===== config.mk =====
export PLATFORM = sky130hd
export DESIGN_NAME = dl_slp_dac_dig_flat
export DESIGN_NICKNAME = d
export VERILOG_FILES = /design/src/rtl/dl_slp_dac_dig_pkg.sv /design/src/rtl/dl_slp_dac_dig_if.sv /design/src/rtl/dl_slp_dac_dig_phase_cnt.sv /design/src/rtl/dl_slp_dac_dig.sv /design/src/flat_wrapper.sv
export SDC_FILE = /design/constraint.sdc
export NUM_CORES = 1
export LEC_CHECK = 0
export BUFFER_PORTS_ARGS = -buffer_cell sky130_fd_sc_hd__buf_4
export CAP_MARGIN = 20
export CELL_PAD_IN_SITES_DETAIL_PLACEMENT = 1
export CELL_PAD_IN_SITES_GLOBAL_PLACEMENT = 2
export CORE_UTILIZATION = 36
export DETAILED_ROUTE_END_ITERATION = 16
export PLACE_DENSITY_LB_ADDON = 0.1
export SLEW_MARGIN = 20
export SYNTH_ARGS = -nofsm -noshare
export SYNTH_HDL_FRONTEND = slang
export SYNTH_SLANG_ARGS = --single-unit
export TNS_END_PERCENT = 1

===== constraint.sdc =====
create_clock -name clk -period 3.7 [get_ports clk]
set_input_delay 0.185 -clock clk [delete_from_list [all_inputs] [get_ports clk]]
set_output_delay 0.185 -clock clk [all_outputs]
set_load 0.05 [all_outputs]

===== src/rtl/dl_slp_dac_dig_pkg.sv =====
// dl_slp_pkg: shared state encoding, default parameters and counter sizing for the charge-integrating DAC sequencer
package dl_slp_pkg;
  typedef enum logic [2:0] {IDLE, DISCHARGE, CHARGE, SETTLE, UPDATE} dac_state_e;
  localparam int DEF_RESOLUTION = 8;
  localparam int DEF_RST_CYCLES = 4;
  localparam int DEF_SETTLE_CYCLES = 2;
  function automatic int cnt_width(int res, int rc, int sc);
    int w;
    w = res;
    w = ($clog2(rc) > w) ? $clog2(rc) : w;
    w = ($clog2(sc) > w) ? $clog2(sc) : w;
    return w;
  endfunction
endpackage


===== src/rtl/dl_slp_dac_dig_if.sv =====
// dl_slp_dac_dig_if: request/code inputs and analog-control outputs of the DAC sequencer; master drives start/dig_in, slave is the sequencer
interface dl_slp_dac_dig_if #(parameter int RESOLUTION = 8);
  logic start;
  logic [RESOLUTION-1:0] dig_in;
  logic busy;
  logic cap_rstn;
  logic charge_en;
  logic sample_hold;
  logic eoc;
  logic [RESOLUTION-1:0] code_q;
  modport master(output start, dig_in, input busy, cap_rstn, charge_en, sample_hold, eoc, code_q);
  modport slave(input start, dig_in, output busy, cap_rstn, charge_en, sample_hold, eoc, code_q);
endinterface


===== src/rtl/dl_slp_dac_dig_phase_cnt.sv =====
// dl_slp_phase_cnt: loadable down-counter with zero flag; ports clk, rst, load/load_val (reload), en (count), zero (count==0)
module dl_slp_phase_cnt #(parameter int W = 8) (
  input  logic         clk,
  input  logic         rst,
  input  logic         load,
  input  logic [W-1:0] load_val,
  input  logic         en,
  output logic         zero
);
  logic [W-1:0] cnt;
  always_ff @(posedge clk or posedge rst)
    if (rst) cnt <= '0;
    else if (load) cnt <= load_val;
    else if (en && cnt != '0) cnt <= cnt - 1'b1;
  assign zero = cnt == '0;
endmodule


===== src/rtl/dl_slp_dac_dig.sv =====
// dl_slp_dac_dig: DAC sequencer (discharge, charge for code cycles, settle, sample/hold); ports clk, rst, bus (start/dig_in in; busy, cap_rstn, charge_en, sample_hold, eoc, code_q out)
module dl_slp_dac_dig
  import dl_slp_pkg::*;
#(
  parameter int RESOLUTION    = DEF_RESOLUTION,
  parameter int RST_CYCLES    = DEF_RST_CYCLES,
  parameter int SETTLE_CYCLES = DEF_SETTLE_CYCLES
) (
  input logic clk,
  input logic rst,
  dl_slp_dac_dig_if.slave bus
);
  localparam int W = cnt_width(RESOLUTION, RST_CYCLES, SETTLE_CYCLES);
  localparam logic [2:0] ST_IDLE = IDLE;
  localparam logic [2:0] ST_DISCHARGE = DISCHARGE;
  localparam logic [2:0] ST_CHARGE = CHARGE;
  localparam logic [2:0] ST_SETTLE = SETTLE;
  localparam logic [2:0] ST_UPDATE = UPDATE;
  localparam logic [W-1:0] RST_LD = W'(RST_CYCLES - 1);
  localparam logic [W-1:0] SET_LD = W'(SETTLE_CYCLES - 1);
  logic [2:0] state, nxt;
  logic [RESOLUTION-1:0] code_q;
  logic load, zero;
  logic [W-1:0] load_val;
  always_comb begin
    nxt = state;
    load = 1'b0;
    load_val = SET_LD;
    case (state)
      ST_IDLE: if (bus.start) begin
        nxt = ST_DISCHARGE;
        load = 1'b1;
        load_val = RST_LD;
      end
      ST_DISCHARGE: if (zero) begin
        load = 1'b1;
        nxt = (code_q != '0) ? ST_CHARGE : ST_SETTLE;
        load_val = (code_q != '0) ? W'(code_q) - W'(1) : SET_LD;
      end
      ST_CHARGE: if (zero) begin
        load = 1'b1;
        nxt = ST_SETTLE;
      end
      ST_SETTLE: nxt = zero ? ST_UPDATE : ST_SETTLE;
      default: nxt = ST_IDLE;
    endcase
  end
  always_ff @(posedge clk or posedge rst)
    if (rst) begin
      state <= ST_IDLE;
      code_q <= '0;
    end else begin
      state <= nxt;
      code_q <= (state == ST_IDLE && bus.start) ? bus.dig_in : code_q;
    end
  dl_slp_phase_cnt #(.W(W)) u_cnt (
    .clk(clk),
    .rst(rst),
    .load(load),
    .load_val(load_val),
    .en(state != ST_IDLE),
    .zero(zero)
  );
  // Every output decodes the state register only, so async reset clears them at once
  assign bus.busy = state != ST_IDLE;
  assign bus.cap_rstn = state == ST_CHARGE || state == ST_SETTLE || state == ST_UPDATE;
  assign bus.charge_en = state == ST_CHARGE;
  assign bus.sample_hold = state == ST_UPDATE;
  assign bus.eoc = state == ST_UPDATE;
  assign bus.code_q = code_q;
endmodule


===== src/flat_wrapper.sv =====
// flat-port wrapper written by rule: the top's interface ports become plain ports
module dl_slp_dac_dig_flat import dl_slp_pkg::*;
#(
  parameter int RESOLUTION    = DEF_RESOLUTION,
  parameter int RST_CYCLES    = DEF_RST_CYCLES,
  parameter int SETTLE_CYCLES = DEF_SETTLE_CYCLES
)
  (clk, rst, bus_start, bus_dig_in, bus_busy, bus_cap_rstn, bus_charge_en, bus_sample_hold, bus_eoc, bus_code_q);
  dl_slp_dac_dig_if #(.RESOLUTION(RESOLUTION)) bus_i ();
  input logic clk;
  input logic rst;
  input wire logic [$bits(bus_i.start)-1:0] bus_start;
  input wire logic [$bits(bus_i.dig_in)-1:0] bus_dig_in;
  output wire logic [$bits(bus_i.busy)-1:0] bus_busy;
  output wire logic [$bits(bus_i.cap_rstn)-1:0] bus_cap_rstn;
  output wire logic [$bits(bus_i.charge_en)-1:0] bus_charge_en;
  output wire logic [$bits(bus_i.sample_hold)-1:0] bus_sample_hold;
  output wire logic [$bits(bus_i.eoc)-1:0] bus_eoc;
  output wire logic [$bits(bus_i.code_q)-1:0] bus_code_q;
  assign bus_i.start = bus_start;
  assign bus_i.dig_in = bus_dig_in;
  assign bus_busy = bus_i.busy;
  assign bus_cap_rstn = bus_i.cap_rstn;
  assign bus_charge_en = bus_i.charge_en;
  assign bus_sample_hold = bus_i.sample_hold;
  assign bus_eoc = bus_i.eoc;
  assign bus_code_q = bus_i.code_q;
  dl_slp_dac_dig #(.RESOLUTION(RESOLUTION), .RST_CYCLES(RST_CYCLES), .SETTLE_CYCLES(SETTLE_CYCLES)) u_core (.clk(clk), .rst(rst), .bus(bus_i));
endmodule

## After elaboration in Yosys (flattened, before gate mapping)

Cells that the tools add are included.

- $add $sub $neg: 2
- Multiply operators: 0
- Divide/modulo/power cells: 0
- Magnitude comparators: 0
- Equal/unequal tests: 7
- Shifts and indexed selects: 0
- Multiplexer cells: 15
- Bitwise operators: 0
- Reductions and logical operators: 12

Operators by type and width:

| kind | count |
|---|---|
| two-way mux 8 bit | 4 |
| one-hot mux 8 bit (2 select lines) | 1 |
| nonzero test 8 bit | 2 |
| subtractor 8 x 1 -> 8 bit (second input constant) | 2 |
| two-way mux 3 bit | 4 |
| one-hot mux 3 bit (4 select lines) | 1 |
| zero test 8 bit | 1 |
| == test 3 x 2 -> 1 bit (second input constant) | 2 |
| != test 2 x 1 -> 1 bit (second input constant) | 2 |
| == test 3 x 1 -> 1 bit (second input constant) | 1 |
| == test 3 bit (second input constant) | 1 |
| zero test 3 bit | 1 |
| two-way mux 1 bit | 3 |
| AND reduction 3 bit | 1 |
| nonzero test 3 bit | 1 |
| logical AND 1 bit | 2 |
| logical OR 1 bit | 2 |
| two-way mux 2 bit | 1 |
| != test 2 bit (second input constant) | 1 |
| one-hot mux 1 bit (2 select lines) | 1 |
| nonzero test 2 bit | 1 |
| OR reduction 2 bit | 1 |

- Register bits: 19
- Bits in latches: 0
- Bits in writable memories: 0
- Memory bits (read-only): 0
- Input port bits: 11
- Output and inout bits: 13
- Word-level logic and storage cells: 39
- Memories kept: 0

## Depth between registers and ports, before layout

- Word-level depth: 5
- Depth in mapped cells: 8
- Depth with buffers taken out: 7

## By module

A second synthesis with hierarchy kept.

- Cells, all modules: 131
- Area total of the unflattened synthesis: 1208.7 sq um

By module, submodules not included:

| module | times used | cells an instance | area an instance (sq um) | seq. area each (sq um) |
|---|---|---|---|---|
| dl_slp_dac_dig | 1 | 78 | 713.2 | 275.3 |
| dl_slp_phase_cnt | 1 | 53 | 495.5 | 200.2 |

## Least setup slack after synthesis

OpenSTA, ideal clock, no wires.

- Path type: reg-to-output
- From: reg u_core.state[1]
- To: out bus_cap_rstn
- Arrival time: 2.170 ns
- Required time: 3.515 ns
- Slack: 1.345 ns
- Stages on the path, launching flop included: 4
- Buffers on the path: 1
- Cells stage by stage: dfrtp_1 -> buf_2 -> nor3_1 -> a21o_1

- Elaborated cells on any way between the ends: 5
- Classes of those cells: 3 x eq/ne; 2 x reduce/logical

RTL lines:

| item | RTL line | text |
|---|---|---|
| from (decl) | dl_slp_dac_dig.sv:21 | `logic [2:0] state, nxt;` |
| from (signal assigned) | dl_slp_dac_dig.sv:53 | `state <= nxt;` |
| == test 3 bit | n/a |  |
| via bus_eoc | flat_wrapper.sv:18 | `output wire logic [$bits(bus_i.eoc)-1:0] bus_eoc;` |
| logical OR 1 bit | dl_slp_dac_dig.sv:66 | `assign bus.cap_rstn = state == ST_CHARGE \|\| state == ST_SETTLE \|\| state == ST_UPDATE;` |
| to (decl) | flat_wrapper.sv:15 | `output wire logic [$bits(bus_i.cap_rstn)-1:0] bus_cap_rstn;` |

The timed path passes the listed nets, and every way through them passes these cells.

## Worst setup path in the final report

- From: reg u_core.u_cnt.cnt[0]
- To: reg u_core.u_cnt.cnt[1]

- Cells in the longest elaborated chain, start to end: 4
- Elaborated cells on any way between the ends: 11
- Classes of those cells: 1 x add/sub; 6 x mux; 4 x reduce/logical

Ends and longest elaborated chain:

| item | RTL line | text |
|---|---|---|
| from (decl) | dl_slp_dac_dig_phase_cnt.sv:10 | `logic [W-1:0] cnt;` |
| from (signal assigned) | dl_slp_dac_dig_phase_cnt.sv:13 | `else if (load) cnt <= load_val;` |
| from (signal assigned) | dl_slp_dac_dig_phase_cnt.sv:14 | `else if (en && cnt != '0) cnt <= cnt - 1'b1;` |
| parallel branches: the longest is 4 deep, another holds subtractor 8 x 1 -> 8 bit | n/a |  |

Parallel ways; which one is timed is not known. The select of a mux whose other input is x is not followed.
A chain may end at the register's enable or synchronous reset.

==> flow_summary.yaml <==
run_status:
  outcome: "complete, but fails checks"
  violations: "hold timing"
synth:
  syn_nets: 154
  synthTopCellsByCount: "nand2_1 (21), dfrtp_1 (19), nor2_1 (11)"
  yosysSeqAreaShare_pct: 36.8
  syn_area_per_cell_um2: 9.31
  yosysTopAreaCellShare_pct: 36.8
  ys_ff_latch: 19
  yosys-top-cells-area: "dfrtp_1 (37%), nand2_1 (6.1%), ha_1 (3.9%)"
  synth_cell_types: 47
  async_reset_ff_share_pct: 100
  synth_edf_count: 0
  synthCells: 139
  synth_top_cell_by_area: "dfrtp_1"
  yosys_warnings: 0
  syn_area_um2: 1290
  synthFlopType: "dfrtp_1"
  post-synth-top-count-cell: "nand2_1"
floorplanning:
  core_area_um2: 3390
  die-area_um2: 3840
  ios: 24
  die_h_um: 61.9
  start_util_pct: 38.2
  die_w_um: 61.9
  row_count: 21
drt:
  drtAntennaViolNets: 0
  vias_per_cell: 5.22
  drt_wl_total_um: 3240
  drc: 0
  wl_per_cell_um: 15.8
  vias: 1071
  drt_iter0_drc: 37
  first_pass_iters: 4
global_routing:
  first_global_vias: 1084
  grt_pass1_wl_um: 5300
  overflow: 0
  antenna_found_initial: 0
  grt_usage_pct: 19.3
  grt_max_degree: 20
setup_path:
  r2r_end: "u_core.u_cnt.cnt[1]$_DFFE_PP0P_"
  criticalPathCategory: "flip-flop to flip-flop"
  critPathRequiredTime_ns: 3.96
  rrSetupSlack_ns: 1.46
  timing.rr.start: "u_core.u_cnt.cnt[0]$_DFFE_PP0P_"
  crit_arrival_ns: 2.50
  rr_worst_depth: 7
  cp_slowest_cell: "or4_1"
  cp.depth: 7
  crit_buf_inv: 1
  crit_path_max_fanout: 7
  path_cells: "inv_1 -> ha_1 -> nor4b_4 -> nand3_2 -> or4_1 -> o221ai_2 -> mux2_4"
  crit_path_start_kind: "flip-flop"
  critPathTopFamily: "simple AND/OR/NAND/NOR gates"
  crit_path_end_kind: "flip-flop"
  cp_slowest_stage_delay_ns: 0.60
timing:
  slew_headroom_pct: 51.0
  fin_skew_ns: 0.00371
  whs_ns: -0.00792
  tightest_slew_ns: 0.733
  timing.final.crit_share_pct: 60.5
  setup_ws_ns: 1.46
  fin_setup_tns_ns: 0
  fmax_mhz: 447
  rsz0062_at_grt: "no"
  final_max_slew_viol_count: 0
  setup_viol: 0
  hold_violations: 15
  layout_min_cycle_time_ns: 2.24
placement:
  io_buffers: 23
  dpl.cell_count: 201
  place_congestion: 0.771
  post-dp-hpwl_um: 2480
  post-place-ws_ns: 1.49
run:
  maxCapViolCount: 0
clocking:
  cts_num_sinks: 19
  clock_path_buffers: 2
  cts_buffers: 3
  post_cts_resized: 0
  cts_root_buf: "clkbuf_4"
  cts_setup_buffers: 0
  path_clk_slew_ns: 0.12
  clock_latency_ns: 0.30
  htreeDepth: 1
  ctsHoldBuffers: 0
  cts_tree: "yes"
finish:
  syn_to_final_growth_pct: 16.3
  layout-drive-gt1-share_pct: 25.8
  seq_area_um2: 475
  final_cells: 205
  fin_nets: 175
  antennaDiodeCount: 0
  multiInputGateArea_um2: 727
  fill_cells: 388
power:
  ir_drop_mv: 0.490
  clkPwrFrac_pct: 7.6
  intPower_w: 0.000701
  leakagePower_nw: 0.673
  power.switching_w: 0.000747
  pwr_density_cell_nw_per_um2: 962
  seqPwrFrac_pct: 31.6
  swShare_pct: 51.6
  comb_power_share_pct: 60.8
  p_total_w: 0.00145
hold_path:
  hold_class: "input pin to asynchronous set/reset pin"
## stage by stage
stage,cell area [um2],utilization (%)
5_1_grt,1510,44.4
2_1_floorplan,1290,-
3_3_place_gp,1480,43.6
4_1_cts,1510,44.4
3_5_place_dp,1480,43.6
6_report,1510,44.4
## layer usage
layer | part of all wire (%) | vias up | wire (um) | GRT usage [%]
met5 | 0 | - | 0 | 0
met2 | 47 | 24 | 1520 | 30.7
met4 | 1.9 | 0 | 60 | 7.94
li1 | - | 532 | - | -
met3 | 3.1 | 7 | 99 | 2.69
met1 | 48 | 508 | 1560 | 26.3
## sequential cells by signal, indices dropped and copies added (netlist names)
name and cells:
u_core.bus.code_q 8, u_core.u_cnt.cnt 8, u_core.state 3
## worst max-delay path by stage
stage,startpoint,to
floorplan,u_core.state[1]$_DFFE_PP0P_,bus_cap_rstn
global placement,u_core.u_cnt.cnt[0]$_DFFE_PP0P_,u_core.u_cnt.cnt[1]$_DFFE_PP0P_
detailed placement,u_core.u_cnt.cnt[0]$_DFFE_PP0P_,u_core.u_cnt.cnt[1]$_DFFE_PP0P_
CTS,u_core.u_cnt.cnt[0]$_DFFE_PP0P_,u_core.u_cnt.cnt[1]$_DFFE_PP0P_
global route,u_core.u_cnt.cnt[0]$_DFFE_PP0P_,u_core.u_cnt.cnt[7]$_DFFE_PP0P_
finish,u_core.u_cnt.cnt[0]$_DFFE_PP0P_,u_core.u_cnt.cnt[1]$_DFFE_PP0P_
## placed cells by master (no fill, tap or decap), types with 2 or more instances in the layout
cell type and instances:
nand2_1 21, nor4b_4 2, nor3b_1 3, nand3_1 3, xnor2_1 5, or3_1 2
o21ai_0 6, a21oi_1 4, clkbuf_4 3, o21a_1 2, inv_1 10, mux2i_1 3
nor3_1 3, ha_1 4, dfrtp_1 19, o22ai_1 3, nor2_1 11, nor4_1 2
buf_4 24, xor2_1 4
## layout make-up
cell class	count	share of cell area, %
clock inverters	1	0.333
flip-flops and latches	19	31.6
well taps	46	3.82
inverters	10	2.49
clock buffers	3	1.50
multi-input cells	102	48.3
repair buffers	24	12.0
## cells by family after synthesis
family | count (synthesis) | synth area share [%]
xor+xnor | 9 | 6.09
mux | 5 | 4.35
flops | 19 | 36.8
buf+inv | 18 | 7.54
fa+ha+maj | 4 | 3.87
simple gates | 57 | 26.1
compound gates | 27 | 15.3
## power groups by stage
stage	Clock (W)	Combinational [W]	Sequential, W
final	0.000110	0.000881	0.000457
after global routing	0.000127	0.000959	0.000476
after CTS	0.000118	0.000889	0.000457
after detailed placement	0	0.000885	0.000461
after global placement	0	0.000880	0.000454
after floorplan	0	0.000572	0.000548
No activity file was read; power rests on OpenSTA's default activity.
